$ cat config.mk
export PLATFORM = sky130hd
export DESIGN_NAME = dac_spi_receiver_flat
export DESIGN_NICKNAME = d
export VERILOG_FILES = /design/src/rtl/dac_spi_receiver_pkg.sv /design/src/rtl/dac_spi_receiver_if.sv /design/src/rtl/dac_spi_receiver_sync_edge.sv /design/src/rtl/dac_spi_receiver.sv /design/src/flat_wrapper.sv
export SDC_FILE = /design/constraint.sdc
export NUM_CORES = 1
export LEC_CHECK = 0
export ABC_AREA = 1
export CORE_ASPECT_RATIO = 0.8
export CORE_UTILIZATION = 54
export DETAILED_ROUTE_END_ITERATION = 8
export PLACE_DENSITY = 0.78
export SLEW_MARGIN = 10
export SYNTH_ARGS = -nofsm -noshare
export SYNTH_HDL_FRONTEND = slang
export SYNTH_SLANG_ARGS = --single-unit
$ cat constraint.sdc
create_clock -name clock -period 1.9 [get_ports clock]
set_clock_uncertainty 0.05 [all_clocks]
set_input_delay 0.475 -clock clock [delete_from_list [all_inputs] [get_ports clock]]
set_output_delay 0.475 -clock clock [all_outputs]
set_load 0.05 [all_outputs]
$ cat src/rtl/dac_spi_receiver_pkg.sv
// Shared types and constants for the DAC serial-link responder.
package dac_spi_pkg;

    typedef enum logic [1:0] {
        IDLE,
        SHIFT,
        DONE
    } state_t;

    localparam int DEFAULT_WORD_BITS = 16;

    // Levels the link rests at when no driver is active
    localparam logic SCK_IDLE  = 1'b0;
    localparam logic CS_IDLE   = 1'b1;
    localparam logic SDI_IDLE  = 1'b0;
    localparam logic LDAC_IDLE = 1'b1;

endpackage

$ cat src/rtl/dac_spi_receiver_if.sv
// Link pins plus the received-word stream and status of the DAC responder.
interface dac_spi_receiver_if
    import dac_spi_pkg::*;
#(
    parameter int WORD_BITS = DEFAULT_WORD_BITS
);

    logic                 DAC_SCK;
    logic                 DAC_CS;
    logic                 DAC_SDI;
    logic                 DAC_LDAC;
    logic [WORD_BITS-1:0] word_bits;
    logic                 word_valid;
    logic                 word_ready;
    logic [WORD_BITS-1:0] dac_value;
    logic                 dac_update;
    logic                 frame_err;
    logic                 overrun;
    logic                 busy;

    modport master (
        output DAC_SCK, DAC_CS, DAC_SDI, DAC_LDAC, word_ready,
        input  word_bits, word_valid, dac_value, dac_update, frame_err, overrun, busy
    );

    modport slave (
        input  DAC_SCK, DAC_CS, DAC_SDI, DAC_LDAC, word_ready,
        output word_bits, word_valid, dac_value, dac_update, frame_err, overrun, busy
    );

endinterface

$ cat src/rtl/dac_spi_receiver_sync_edge.sv
// Multi-stage synchroniser with rise/fall detection; reset loads the idle level
// into every stage so releasing reset never looks like an edge.
module sync_edge
    import dac_spi_pkg::*;
#(
    parameter int   SYNC_STAGES = 2,
    parameter logic IDLE_LEVEL  = 1'b0
) (
    input  logic clock,
    input  logic reset_n,
    input  logic async_in,
    output logic level,
    output logic rise,
    output logic fall
);

    logic [SYNC_STAGES-1:0] stages;
    logic                   prev;

    always_ff @(posedge clock or negedge reset_n) begin
        if (!reset_n) begin
            stages <= {SYNC_STAGES{IDLE_LEVEL}};
            prev   <= IDLE_LEVEL;
        end else begin
            stages <= {stages[SYNC_STAGES-2:0], async_in};
            prev   <= stages[SYNC_STAGES-1];
        end
    end

    assign level = stages[SYNC_STAGES-1];
    assign rise  = level & ~prev;
    assign fall  = ~level & prev;

endmodule

$ cat src/rtl/dac_spi_receiver.sv
// Oversampling responder for the four-wire DAC link: deserialises MSB-first
// frames into an input register and models the LDAC-loaded output register.
module dac_spi_receiver
    import dac_spi_pkg::*;
#(
    parameter int WORD_BITS   = DEFAULT_WORD_BITS,
    parameter int SYNC_STAGES = 2
) (
    input  logic               clock,
    input  logic               reset_n,
    dac_spi_receiver_if.slave  link
);

    localparam int                CNT_W     = $clog2(WORD_BITS + 2);
    localparam logic [CNT_W-1:0]  CNT_MAX   = CNT_W'(WORD_BITS + 1);
    localparam logic [CNT_W-1:0]  CNT_FULL  = CNT_W'(WORD_BITS);

    logic sck_level, sck_rise, sck_fall;
    logic cs_level, cs_rise, cs_fall;
    logic sdi_level, sdi_rise, sdi_fall;
    logic ldac_level, ldac_rise, ldac_fall;

    sync_edge #(.SYNC_STAGES(SYNC_STAGES), .IDLE_LEVEL(SCK_IDLE)) u_sck (
        .clock(clock), .reset_n(reset_n), .async_in(link.DAC_SCK),
        .level(sck_level), .rise(sck_rise), .fall(sck_fall)
    );
    sync_edge #(.SYNC_STAGES(SYNC_STAGES), .IDLE_LEVEL(CS_IDLE)) u_cs (
        .clock(clock), .reset_n(reset_n), .async_in(link.DAC_CS),
        .level(cs_level), .rise(cs_rise), .fall(cs_fall)
    );
    sync_edge #(.SYNC_STAGES(SYNC_STAGES), .IDLE_LEVEL(SDI_IDLE)) u_sdi (
        .clock(clock), .reset_n(reset_n), .async_in(link.DAC_SDI),
        .level(sdi_level), .rise(sdi_rise), .fall(sdi_fall)
    );
    sync_edge #(.SYNC_STAGES(SYNC_STAGES), .IDLE_LEVEL(LDAC_IDLE)) u_ldac (
        .clock(clock), .reset_n(reset_n), .async_in(link.DAC_LDAC),
        .level(ldac_level), .rise(ldac_rise), .fall(ldac_fall)
    );

    logic unused_edges;
    assign unused_edges = ^{sck_level, sck_fall, sdi_rise, sdi_fall, ldac_level, ldac_rise};

    state_t                 state_q, state_d;
    logic [CNT_W-1:0]       count_q, count_d;
    logic [WORD_BITS-1:0]   shift_q, shift_d;
    logic [WORD_BITS-1:0]   input_reg;
    logic                   frame_load;
    logic                   frame_bad;

    always_ff @(posedge clock or negedge reset_n) begin
        if (!reset_n) begin
            state_q <= IDLE;
            count_q <= '0;
            shift_q <= '0;
        end else begin
            state_q <= state_d;
            count_q <= count_d;
            shift_q <= shift_d;
        end
    end

    // Counter saturates one past a full word so long frames stay distinguishable
    always_comb begin
        state_d    = state_q;
        count_d    = count_q;
        shift_d    = shift_q;
        frame_load = 1'b0;
        frame_bad  = 1'b0;
        case (state_q)
            IDLE: begin
                if (cs_fall) begin
                    state_d = SHIFT;
                    count_d = '0;
                    shift_d = '0;
                end
            end
            SHIFT: begin
                if (sck_rise && !cs_level) begin
                    shift_d = {shift_q[WORD_BITS-2:0], sdi_level};
                    if (count_q != CNT_MAX) begin
                        count_d = count_q + 1'b1;
                    end
                end
                if (cs_rise) begin
                    state_d = DONE;
                end
            end
            DONE: begin
                state_d    = IDLE;
                frame_load = (count_q == CNT_FULL);
                frame_bad  = (count_q != '0) && (count_q != CNT_FULL);
            end
            default: state_d = IDLE;
        endcase
    end

    always_ff @(posedge clock or negedge reset_n) begin
        if (!reset_n) begin
            input_reg       <= '0;
            link.word_bits  <= '0;
            link.word_valid <= 1'b0;
            link.overrun    <= 1'b0;
            link.frame_err  <= 1'b0;
            link.dac_value  <= '0;
            link.dac_update <= 1'b0;
        end else begin
            link.overrun    <= 1'b0;
            link.frame_err  <= frame_bad;
            link.dac_update <= ldac_fall;
            if (frame_load) begin
                input_reg       <= shift_q;
                link.word_bits  <= shift_q;
                link.word_valid <= 1'b1;
                link.overrun    <= link.word_valid && !link.word_ready;
            end else if (link.word_valid && link.word_ready) begin
                link.word_valid <= 1'b0;
            end
            // A word completing in the same cycle as LDAC passes straight through
            if (ldac_fall) begin
                link.dac_value <= frame_load ? shift_q : input_reg;
            end
        end
    end

    assign link.busy = (state_q == SHIFT);

endmodule

$ cat src/flat_wrapper.sv
// flat-port wrapper written by rule: the top's interface ports become plain ports
module dac_spi_receiver_flat import dac_spi_pkg::*;
#(
    parameter int WORD_BITS   = DEFAULT_WORD_BITS,
    parameter int SYNC_STAGES = 2
)
  (clock, reset_n, link_DAC_SCK, link_DAC_CS, link_DAC_SDI, link_DAC_LDAC, link_word_ready, link_word_bits, link_word_valid, link_dac_value, link_dac_update, link_frame_err, link_overrun, link_busy);
  dac_spi_receiver_if #(.WORD_BITS(WORD_BITS)) link_i ();
  input  logic clock;
  input  logic reset_n;
  input wire logic [$bits(link_i.DAC_SCK)-1:0] link_DAC_SCK;
  input wire logic [$bits(link_i.DAC_CS)-1:0] link_DAC_CS;
  input wire logic [$bits(link_i.DAC_SDI)-1:0] link_DAC_SDI;
  input wire logic [$bits(link_i.DAC_LDAC)-1:0] link_DAC_LDAC;
  input wire logic [$bits(link_i.word_ready)-1:0] link_word_ready;
  output wire logic [$bits(link_i.word_bits)-1:0] link_word_bits;
  output wire logic [$bits(link_i.word_valid)-1:0] link_word_valid;
  output wire logic [$bits(link_i.dac_value)-1:0] link_dac_value;
  output wire logic [$bits(link_i.dac_update)-1:0] link_dac_update;
  output wire logic [$bits(link_i.frame_err)-1:0] link_frame_err;
  output wire logic [$bits(link_i.overrun)-1:0] link_overrun;
  output wire logic [$bits(link_i.busy)-1:0] link_busy;
  assign link_i.DAC_SCK = link_DAC_SCK;
  assign link_i.DAC_CS = link_DAC_CS;
  assign link_i.DAC_SDI = link_DAC_SDI;
  assign link_i.DAC_LDAC = link_DAC_LDAC;
  assign link_i.word_ready = link_word_ready;
  assign link_word_bits = link_i.word_bits;
  assign link_word_valid = link_i.word_valid;
  assign link_dac_value = link_i.dac_value;
  assign link_dac_update = link_i.dac_update;
  assign link_frame_err = link_i.frame_err;
  assign link_overrun = link_i.overrun;
  assign link_busy = link_i.busy;
  dac_spi_receiver #(.WORD_BITS(WORD_BITS), .SYNC_STAGES(SYNC_STAGES)) u_core (.clock(clock), .reset_n(reset_n), .link(link_i));
endmodule
Word level (Yosys, flattened, before mapping)
Index checks and enable logic that the tools add are counted.
Operators by class
  add/subtract/negate cells: 1
  equality and inequality tests: 9
  multiplexer cells: 16
  bitwise operators: 8
  reductions and logical operators: 13
Operators by type and width (count)
  16-bit 2-to-1 mux: 3
  16-bit case mux with 2 select lines: 1
  5-bit 2-to-1 mux: 3
  5-bit != test, second input constant: 2
  5-bit case mux with 2 select lines: 1
  2-bit by 1-bit != test with 1-bit output, second input constant: 4
  5-bit by 1-bit adder with 5-bit output, second input constant: 1
  5-bit == test, second input constant: 1
  1-bit 2-to-1 mux: 5
  5-bit nonzero test: 1
  1-bit AND: 4
  1-bit logical AND: 4
  2-bit 2-to-1 mux: 2
  1-bit NOT: 4
  2-bit case mux with 2 select lines: 1
  4-bit AND reduction: 1
  2-bit nonzero test: 2
  3-bit AND reduction: 1
  2-bit by 1-bit == test with 1-bit output, second input constant: 1
  2-bit == test, second input constant: 1
  1-bit logical NOT: 2
  2-bit logical NOT: 1
  2-bit AND reduction: 1
Storage, ports and cells
  bits in registers: 86
  input bits: 7
  output and inout port bits: 37

Longest topological paths before layout
Gate-level depths: netlist of run 1.
  word-level depth: 5
  depth in mapped cells: 10
  depth with buffers taken out: 9

Modules after synthesis
Synthesis of run 1 repeated with hierarchy kept, for this count alone.
Unflattened totals
  cell total of the unflattened synthesis: 348
  area total of the unflattened synthesis: 3365.7 um2
By module, submodules not included
  dac_spi_receiver: instances 1, cells an instance 320, area an instance 2997.9 um2
  sync_edge (u_core.u_cs ...): instances 2, cells an instance 7, area an instance 93.8 um2
  sync_edge (u_core.u_sck ...): instances 2, cells an instance 7, area an instance 90.1 um2

Least setup slack after synthesis of run 1
Ideal clock, no wire load.
  path kind: register -> output
  start: register u_core.state_q[1]
  end: output link_busy
  arrival: 1.201 ns
  setup slack: 0.174 ns
  cell stages (with the launch flop): 3
  cell sequence: dfrtp_1 > nor2_2 > clkbuf_1
On the way
  longest elaborated chain between the ends: 1
Ends and longest elaborated chain
  start: declaration: line dac_spi_receiver.sv:43  | state_t state_q, state_d;
  start signal: assignment: line dac_spi_receiver.sv:56  | state_q <= state_d;
  2-bit by 1-bit == test with 1-bit output: line dac_spi_receiver.sv:125  | assign link.busy = (state_q == SHIFT);
  end: declaration: line flat_wrapper.sv:22  | output wire logic [$bits(link_i.busy)-1:0] link_busy;
Every way passes these cells.

Worst setup path after layout of run 1
Same ends and word-level chain as after synthesis.

==> results.txt, run 1 <==
----------------------------------------------------
[Status]
  Status ... completed

[Placed design]
  Number of placed instances with taps included ... approximately 470
  Final weighted congestion in routability-driven placement ... 0.8239
  Number of I/O port buffers ... 43
  Detailed placer's ending HPWL ... 4.225 mm
  Total cell area at the placement stage ... 3774 sq um

[Synth]
  Largest cells by area after synthesis ... sky130_fd_sc_hd__dfrtp_1, sky130_fd_sc_hd__nand2_1, sky130_fd_sc_hd__dfstp_2
  Complex-gate fraction of the synthesized area ... 0.004533
  Net count of the mapped netlist ... approximately 360
  Synthesized-area fraction occupied by xor and xnor cells ... 0.002645
  Leading area contributor after synthesis ... sky130_fd_sc_hd__dfrtp_1
  Summed instance area of the synthesized netlist ... approximately 3300 sq um
  Main combinational cell family by area after synthesis ... simple AND/OR/NAND/NOR gates
  Proportion of netlist area held by the largest area contributor ... 0.6045
  #FFs+latches synth ... 86
  Adder and majority cell fraction of the synthesized area ... 0.01133
  Synth Area per Inst ... 9.382 sq um
  Sequential-to-total area share from yosys stat ... 0.6521
  Yosys warns ... 0
  Post-Syn Instances ... approximately 350
  Simple-gate share of the synthesized area ... 0.2894
  Number of distinct library cell variants in the gate-level netlist after synthesis ... 21
  Mux cell area share after synthesis ... 0

[Critical path]
  Delay contributed by the slowest stage of the critical path ... approximately 0.42 ns
  Endpoint kind of the worst setup timing path ... primary output
  Cell with the largest stage delay on the worst path ... sky130_fd_sc_hd__dfrtp_1
  Combined buffer and inverter count along the critical path ... 1
  Data required time at the worst endpoint ... around 1.4 ns
  Critical path arrival ... 1.28 ns
  Critical Setup Path Class ... reg -> out
  Nature of the critical path startpoint ... flip-flop
  Critical Path Fanout Max ... 6
  CP delay by family, top ... flip-flops
  Chain of cells forming the critical path ... nor2_2 > buf_12

[Floorplan]
  Area of the die ... about 6500 sq um
  Core Area ... ~5900 sq um
  Die Ht ... between 70 and 80 um
  IO Count ... 44
  Initial cell density of the core ... 0.5602
  Number of core rows ... 25
  X dimension of the die ... around 90 um

[GRT]
  Remaining global-route overflow ... 0
  Number of antenna violations at the first check in global routing ... 0
  Maximum number of pins on one net before global-route repair ... 35
  Via count of the first global-routing pass ... about 2200
  Overall global routing resource usage ... 0.2165
  Global-route wire length before repair ... a little over 10 mm

[Clock network]
  Maximum buffer depth of the clock tree ... 2
  Clock latency at the later pin of the worst-skew pair ... 0.35 ns
  Clock tree from TritonCTS ... built
  Clock edge transition at the registers on the reported setup and hold paths ... 0.08 ns
  Count of cells resized by post-cts repair ... 0
  Inserted Clock Buffers ... 9
  Cell chosen for the clock root ... sky130_fd_sc_hd__clkbuf_8
  Count of H-tree levels built during CTS ... 3
  Number of clock sinks seen by CTS ... between 80 and 90

[Pwr]
  Leakage ... between 2 and 2.5 nW
  Net Sw Frac ... 0.2739
  Power share of the combinational group ... 0.124
  Total power per unit cell area ... around 900 nW/um^2
  Power dissipated by switching net loads ... around 0.00095 W
  Internal power ... ~0.0025 W
  Register share of total power ... 0.564
  Clock network fraction of total power ... 0.312
  Worst IR Drop VDD ... 0.0006220 V

[STA]
  Final number of setup-violating endpoints ... 0
  Highest clock frequency the design can meet ... about 550 MHz
  Minimum period implied by the final worst setup slack ... roughly 1.8 ns
  Setup total negative slack ... 0 ns
  Worst slew slack as a fraction of its limit ... 0.6707
  Setup repair after global routing missed its margin ... no
  Worst Tran Pin Value ... slightly below 0.5 ns
  Max Transition Viols Final ... 0
  Period utilization ... 0.9504
  Number of hold-slack violations in the final timing report ... 0

[Finish]
  Most common cell after layout, fill and taps aside ... sky130_fd_sc_hd__nand2_1
  Area overhead of the layout relative to synthesis ... 19.08%
  Area of all placed cells without fillers ... 3944 sq um
  Layout net count ... roughly 410
  Final std cells w/o fill ... 490
  Final antenna diode count ... 0
  Core Util, Final ... 0.6671
  Share of final-layout standard cells stronger than drive strength 1 ... 0.2029
  Commonest cells after routing, fill and taps aside ... sky130_fd_sc_hd__nand2_1, sky130_fd_sc_hd__dfrtp_1, sky130_fd_sc_hd__buf_4
  Filler instances ... just under 500

[Detailed routing]
  Via Count ... between 2000 and 2500
  Number of vias per cell after detailed routing ... about 4.8
  Pre-Repair DR Iteration Count ... 4
  Post-DR wirelength/cell ... ~12 um
  Antenna violation net count after detailed routing ... 0
  Detailed-route DRC error count ... 0
  Violation count after the first detailed-routing iteration ... 128
  Wire length after detailed routing ... slightly above 6 mm

[Run]
  Max Cap Violations ... 0

[Min path]
  Tightest Hold Check Type ... reg -> reg

----------------------------------------------------
## power by group through the flow
stage | combinational [W] | clock [W] | sequential [W]
2_1_floorplan | 0.000270 | 0 | 0.00198
3_3_place_gp | 0.000417 | 0 | 0.00198
3_5_place_dp | 0.000430 | 0 | 0.00198
4_1_cts | 0.000434 | 0.00112 | 0.00195
5_1_grt | 0.000482 | 0.00120 | 0.00195
6_report | 0.000428 | 0.00108 | 0.00195
## stage by stage
stage	total power (W)	setup WS (ns)	hold WS (ns)
6_report	0.003452	0.09425	0.3049
5_1_grt	0.003633	0.02294	0.3089
4_1_cts	0.003494	0.07911	0.3070
3_5_place_dp	0.002411	0.2870	0.2881
3_3_place_gp	0.002395	0.3381	0.2859
2_1_floorplan	0.002246	0.1739	0.1294
## cell families (layout without fill, tap and decap cells)
kind of cell    after synthesis  in the layout
compound gates                3              3
xor+xnor                      1              1
fa+ha+maj                     3              3
buf+inv                      28             84
flops                        86             86
simple gates                232            232
## cell usage after synthesis
library cell               count
sky130_fd_sc_hd__nor3_1        2
sky130_fd_sc_hd__buf_4         1
sky130_fd_sc_hd__nand3b_1      1
sky130_fd_sc_hd__a21oi_1       1
sky130_fd_sc_hd__clkbuf_1      2
sky130_fd_sc_hd__buf_6         2
sky130_fd_sc_hd__inv_2         2
sky130_fd_sc_hd__nor2_2        3
sky130_fd_sc_hd__nor2_4        1
sky130_fd_sc_hd__nand3_1      25
sky130_fd_sc_hd__nand2_1     177
sky130_fd_sc_hd__inv_1        14
sky130_fd_sc_hd__nand4_1       2
sky130_fd_sc_hd__ha_1          3
sky130_fd_sc_hd__buf_2         7
sky130_fd_sc_hd__nand2_2      12
sky130_fd_sc_hd__dfstp_2       6
sky130_fd_sc_hd__nor2_1        9
sky130_fd_sc_hd__dfrtp_1      80
sky130_fd_sc_hd__o21ai_0       2
sky130_fd_sc_hd__xnor2_1       1
## path summary, 6_finish.rpt
| check | start | endpoint | slack, ns | depth (start not counted) |
|---|---|---|---|---|
| setup reg to reg | u_core.count_q[0] | u_core.link.dac_value[7] | 0.28 | 8 |
| hold reg to reg | u_core.u_sck.stages[0] | u_core.u_sck.stages[1] | 0.30 | 0 |
| max in group asynchronous | reset_n | u_core.shift_q[2] | 0.64 | 3 |
| min in group asynchronous | reset_n | u_core.shift_q[12] | 0.55 | 2 |
| hold / removal | u_core.u_sck.stages[0] | u_core.u_sck.stages[1] | 0.30 | 0 |
| setup / recovery | u_core.state_q[1] | link_busy | 0.09 | 2 |
## final cells by class
cell class,count,area (sq um),area share
Clock buffer,12,135.1,0.03426
Clock inverter,4,25.02,0.006345
Inverter,16,60.06,0.01523
Multi-Input combinational cell,239,1020,0.2586
Sequential cell,86,2160,0.5476
Tap cell,81,101.3,0.02570
Timing Repair Buffer,52,442.9,0.1123
## timing repair
action / 4_1_cts / 5_1_grt
hold buffers: 1 / 0
setup buffers: 0 / 0
hold endpoints to repair: 2 / 0
## worst reg2reg max path: stages (launching register included)
cell and delay (ns):
sky130_fd_sc_hd__dfrtp_1 0.45, sky130_fd_sc_hd__inv_1 0.09, sky130_fd_sc_hd__ha_1 0.18, sky130_fd_sc_hd__nand2_2 0.07, sky130_fd_sc_hd__nor2_4 0.33, sky130_fd_sc_hd__nand2_1 0.17, sky130_fd_sc_hd__nand2_2 0.11, sky130_fd_sc_hd__nand2_1 0.05
sky130_fd_sc_hd__nand2_1 0.06
## layer usage
layer  vias to the layer above  share of wire  GRT usage
met4                         0         0.0075    0.07937
met3                         5          0.046    0.06143
met2                        56           0.47     0.3342
met5                         -              0          0
met1                      1130           0.47     0.2943
li1                       1181              -          -
No activity file was read; power rests on OpenSTA's default activity.
==> run 2: changes to the inputs <==
CAP_MARGIN = 30   (was default)
==> results of run 2 <==
Same layout as run 1: the final DEF is identical, and so are final timing and power.
==> RTL edit 1 (config.mk and constraints of run 2) <==
The package constant `DEFAULT_WORD_BITS` goes from 16 to 32.
--- a/src/rtl/dac_spi_receiver_pkg.sv
+++ b/src/rtl/dac_spi_receiver_pkg.sv
@@ -7,7 +7,7 @@
         DONE
     } state_t;
 
-    localparam int DEFAULT_WORD_BITS = 16;
+    localparam int DEFAULT_WORD_BITS = 32;
 
     // Levels the link rests at when no driver is active
     localparam logic SCK_IDLE  = 1'b0;
Interface: changed (resized link_dac_value and link_word_bits); port bits go from 44 to 76. The function was not compared with the original's and may differ.
==> RTL edit 1 against run 2 <==
Sequential cell count increased by 65. Power grew 100%. Count of clock-buffer cells in the layout is 9 higher. Non-clock buffer count rose by 42. Routed wire length rose by 99%. Synthesized area up 73%. Setup slack improved by 0.064 ns. Global-route usage increased by 2.9 points. Die area increased by 71%. Design area grew 80%.
==> RTL edit 1: results (changes against run 2) <==
status finished, final reports clean; Synth Area in Compound Gates 0.00916 (+0.00463); HPWL after detailed placement 7800 um (+85%); routability cong. 0.797 (-3.3%); Reg2Reg Depth 8 (unchanged); Hold/Removal Path Class reg -> reg; combinational fraction of design power 0.081 (-0.043); DR vias 4409 (+86%); Hold Path Sink u_core.u_ldac.stages[1]; Commonest cells post-synth 275 x nand2_1, 145 x dfrtp_1, 104 x nand3_1; buffers added on ports 75 (+74%); DRT iter0 DRCs 321 (+150%); Root Buffer clkbuf_16; post-synthesis sequential area ratio 0.660 (+0.00821); TritonCTS buffer count 17 (+8); PD cells 975 nW/um^2 (+11%); insertion delay of the later-clocked pin in the worst-skew pair 0.41 ns (+0.06 ns); Worst Setup SP u_core.count_q[3]; post-synthesis adder-cell area fraction 0.00655 (-0.00479); reg2reg end u_core.count_q[5]; sw frac 0.242 (-0.0324); Clock Pin Slew Worst Setup and Hold Paths 0.06 ns (-0.02 ns); routed len/inst 14.6 um (+17%); Post-Synth XOR/XNOR Area 0 (-0.00264); vias in the first global route 4257 (+90%); layout cells sized above 1 0.187 (-0.0164); first-pass iteration count of the detailed router 5 (+1); Hold Path Origin u_core.u_ldac.stages[0]; share of power burned in registers 0.481 (-0.083); Peak VDD IR 0.000636 V (+2.2%); first-pass GRT wire length 20400 um (+99%); leakage 4.08 nW (+81%); Post-Syn Nets 616 (+70%); filler instances 778 (+61%); NumNets Final 696 (+68%); largest net degree at the start of global routing 53 (+51%); critical path peak fanout 19 (+13); delay-heaviest family, CP simple AND/OR/NAND/NOR gates; Synth area leaders dfrtp_1 63%, nand2_1 18%, nand3_1 9.1%; final hold slack 0.306 ns (+0.000666 ns); WP data arrival 2.01 ns (+0.73 ns); Reg2Reg Setup Slack 0.16 ns (-0.12 ns)
## RTL edit 1: cell count changes after synthesis, sizes merged, moves of 3 or more
cell           run 2  this run
nand3             25       105
clkbuf             2        13
nor2              13        10
o21ai              2         9
buf               10        20
nand2            189       277
dfrtp             80       145
## RTL edit 1: worst max path at each step
stage                                      to  slack (ns)
finish                      u_core.count_q[5]        0.16
global placement            u_core.count_q[5]        0.20
global route        u_core.link.dac_value[20]     -0.0002
CTS                 u_core.link.dac_value[23]        0.07
floorplan                           link_busy        0.16
detailed placement          u_core.count_q[5]        0.08
## RTL edit 1: area by class of cell
class / instances / share of cell area
flip-flops and latches: 151 / 0.533
multi-input cells: 408 / 0.246
repair buffers: 94 / 0.114
well taps: 140 / 0.0247
clock buffers: 21 / 0.0634
inverters: 14 / 0.00740
clock inverters: 9 / 0.0111
## RTL edit 1: logic make-up (layout without fill, tap and decap cells)
| group | after synthesis | after routing |
|---|---|---|
| adders and majority gates | 3 | 3 |
| buffers and inverters | 47 | 138 |
| DFF | 151 | 151 |
| AOI/OAI and AO/OA | 10 | 10 |
| and+or+nand+nor | 395 | 395 |
## RTL edit 1: metal layers
layer	track usage	part of all wire	vias to the layer above	routed length, um
li1	-	-	2075	-
met4	0.0844	0.016	0	190
met5	0	0	-	0
met1	0.336	0.45	2147	5530
met2	0.375	0.47	168	5780
met3	0.0729	0.056	19	687
## RTL edit 1: stage by stage
stage          utilization  cell area, sq um  setup slack (ns)  std cells
6_report             0.691              7100             0.159        837
5_1_grt              0.691              7100         -0.000210        837
4_1_cts              0.689              7080            0.0747        837
3_5_place_dp         0.636              6540            0.0820        806
3_3_place_gp         0.636              6540             0.195        806
2_1_floorplan            -              5730             0.162        606
==> RTL edit 2 (settings of run 2) <==
Made on the original files. `shift_q` no longer has a reset.
--- a/src/rtl/dac_spi_receiver.sv
+++ b/src/rtl/dac_spi_receiver.sv
@@ -51,12 +51,14 @@
         if (!reset_n) begin
             state_q <= IDLE;
             count_q <= '0;
-            shift_q <= '0;
         end else begin
             state_q <= state_d;
             count_q <= count_d;
-            shift_q <= shift_d;
         end
+    end
+
+    always_ff @(posedge clock) begin
+        shift_q <= shift_d;
     end
 
     // Counter saturates one past a full word so long frames stay distinguishable
Check against the original RTL: same outputs for any inputs over 10 cycles, from zero or initial values and one cycle with reset_n low; that may be too few to reach the edited logic, so the function may still have changed.
==> RTL edit 2 against run 2 <==
Synthesized area down 1.2%. Routed wire length shrank 5.5%. Utilization up 2.9 points. Final cell count down 4.9%. Setup slack improved by 0.11 ns. Global-route usage down 0.66 points. Sequential cell count unchanged. Power is 11% higher. Combinational power rose by 7.5%. Design area decreased by 0.29%. Hold slack lost 0.24 ns. Die area decreased by 1.2%. Critical endpoint unchanged.
==> RTL edit 2: results (changes against run 2) <==
mux contribution to synthesized area 0 (unchanged); HPWL after detailed placement 3600 um (-15%); setup repair bufs after CTS 0 (unchanged); routed len/inst 12.4 um (-0.59%); first-pass GRT wire length 9760 um (-4.6%); Synth Area in Compound Gates 0.00918 (+0.00464); max incr delay on CP 0.46 ns (+0.04 ns); CTS max path bufs 2 (unchanged); WP data arrival 1.17 ns (-0.11 ns); Slew headroom 0.598 (-0.0727); routed vias/inst 4.77 (-1.5%); reg2reg end u_core.link.dac_value[5]; Synth area leaders dfrtp_1 49%, nand2_1 18%, edfxtp_1 15%; insertion delay of the later-clocked pin in the worst-skew pair 0.34 ns; final hold slack 0.0670 ns (-0.238 ns); layout cells sized above 1 0.186 (-0.0174); post-CTS sizing 0 (unchanged); critical path peak fanout 5 (-1); leakage 2.16 nW (-4.1%); GRT Overall Usage 0.210 (-0.00655); count of cell types in the netlist 19 (-9.5%); post-synthesis sequential area ratio 0.685 (+0.0325); Commonest cells post-synth 154 x nand2_1, 64 x dfrtp_1, 32 x inv_1; DRT iter0 DRCs 200 (+56%); post-synthesis adder-cell area fraction 0.0115 (+0.000139); Post-Syn Nets 342 (-5.8%); largest net degree at the start of global routing 71 (+100%); status finished, final reports clean; TritonCTS buffer count 9 (unchanged); vias in the first global route 2114 (-5.6%); routability cong. 0.822 (-0.19%); Peak VDD IR 0.000532 V (-14%); NumNets Final 393 (-5.1%); Post-Synth XOR/XNOR Area 0 (-0.00264); number of synthesized flops with an enable pin 16 (+16); Hold/Removal Path Class in -> async; total number of yosys warnings 0 (unchanged); Async S/R FF share, synth 0.814 (-0.186); Worst path slowest cell dfrtp_1
## RTL edit 2: how the worst max path moves through the flow
| stage | startpoint | end | slack, ns |
|---|---|---|---|
| floorplan | u_core.state_q[1] | u_core.shift_q[0] | 0.02 |
| global placement | u_core.count_q[0] | u_core.link.dac_value[8] | 0.35 |
| detailed placement | u_core.count_q[0] | u_core.link.dac_value[1] | 0.31 |
| CTS | u_core.state_q[1] | link_busy | 0.19 |
| global route | u_core.count_q[1] | u_core.link.dac_value[11] | 0.12 |
| finish | u_core.state_q[1] | link_busy | 0.21 |
## RTL edit 2: report_power, final
part	internal, mW	leakage, nW	switching, mW	total [mW]
clock	0.686	0.106	0.616	1.30
sequential	1.99	1.09	0.0667	2.05
combinational	0.153	0.962	0.307	0.460
total	2.82	2.16	0.990	3.81
## RTL edit 2: logic make-up after synthesis
logic type | after synthesis
buffers and inverters | 41
AOI/OAI and AO/OA | 6
and+or+nand+nor | 196
adders and majority gates | 3
DFF | 86
## RTL edit 2: layout make-up
class                   count  area, sq um
inverters                  32          120
clock inverters             5         56.3
well taps                  78         97.6
clock buffers              11          153
flip-flops and latches     86         2240
multi-input cells         205          863
repair buffers             49          403
fillers                   449         1710
## RTL edit 2: through the flow
step	cell area, sq um	power [mW]	worst slack [ns]	cells
finish	3930	3.81	0.205	466
global route	3930	4.01	0.121	466
CTS	3930	3.84	0.188	466
detailed placement	3720	2.55	0.312	450
global placement	3720	2.54	0.348	450
floorplan	3290	2.39	0.0241	332
## RTL edit 2: worst reg2reg max path, stage by stage (launching register included)
cell	delay, ns
dfrtp_1	0.45
inv_1	0.09
ha_1	0.17
nand2_2	0.07
nor2_4	0.33
nand2_1	0.16
nand2_1	0.12
nand2_1	0.05
nand2_1	0.07
## RTL edit 2: per-layer routing
metal  vias up  wire length, um  share of wire  global-route usage
li1       1107                -              -                   -
met1      1052             2740           0.47               0.291
met2        57             2720           0.47               0.313
met3         7              266          0.046              0.0829
met4         0               55         0.0095              0.0582
met5         -                0              0                   0
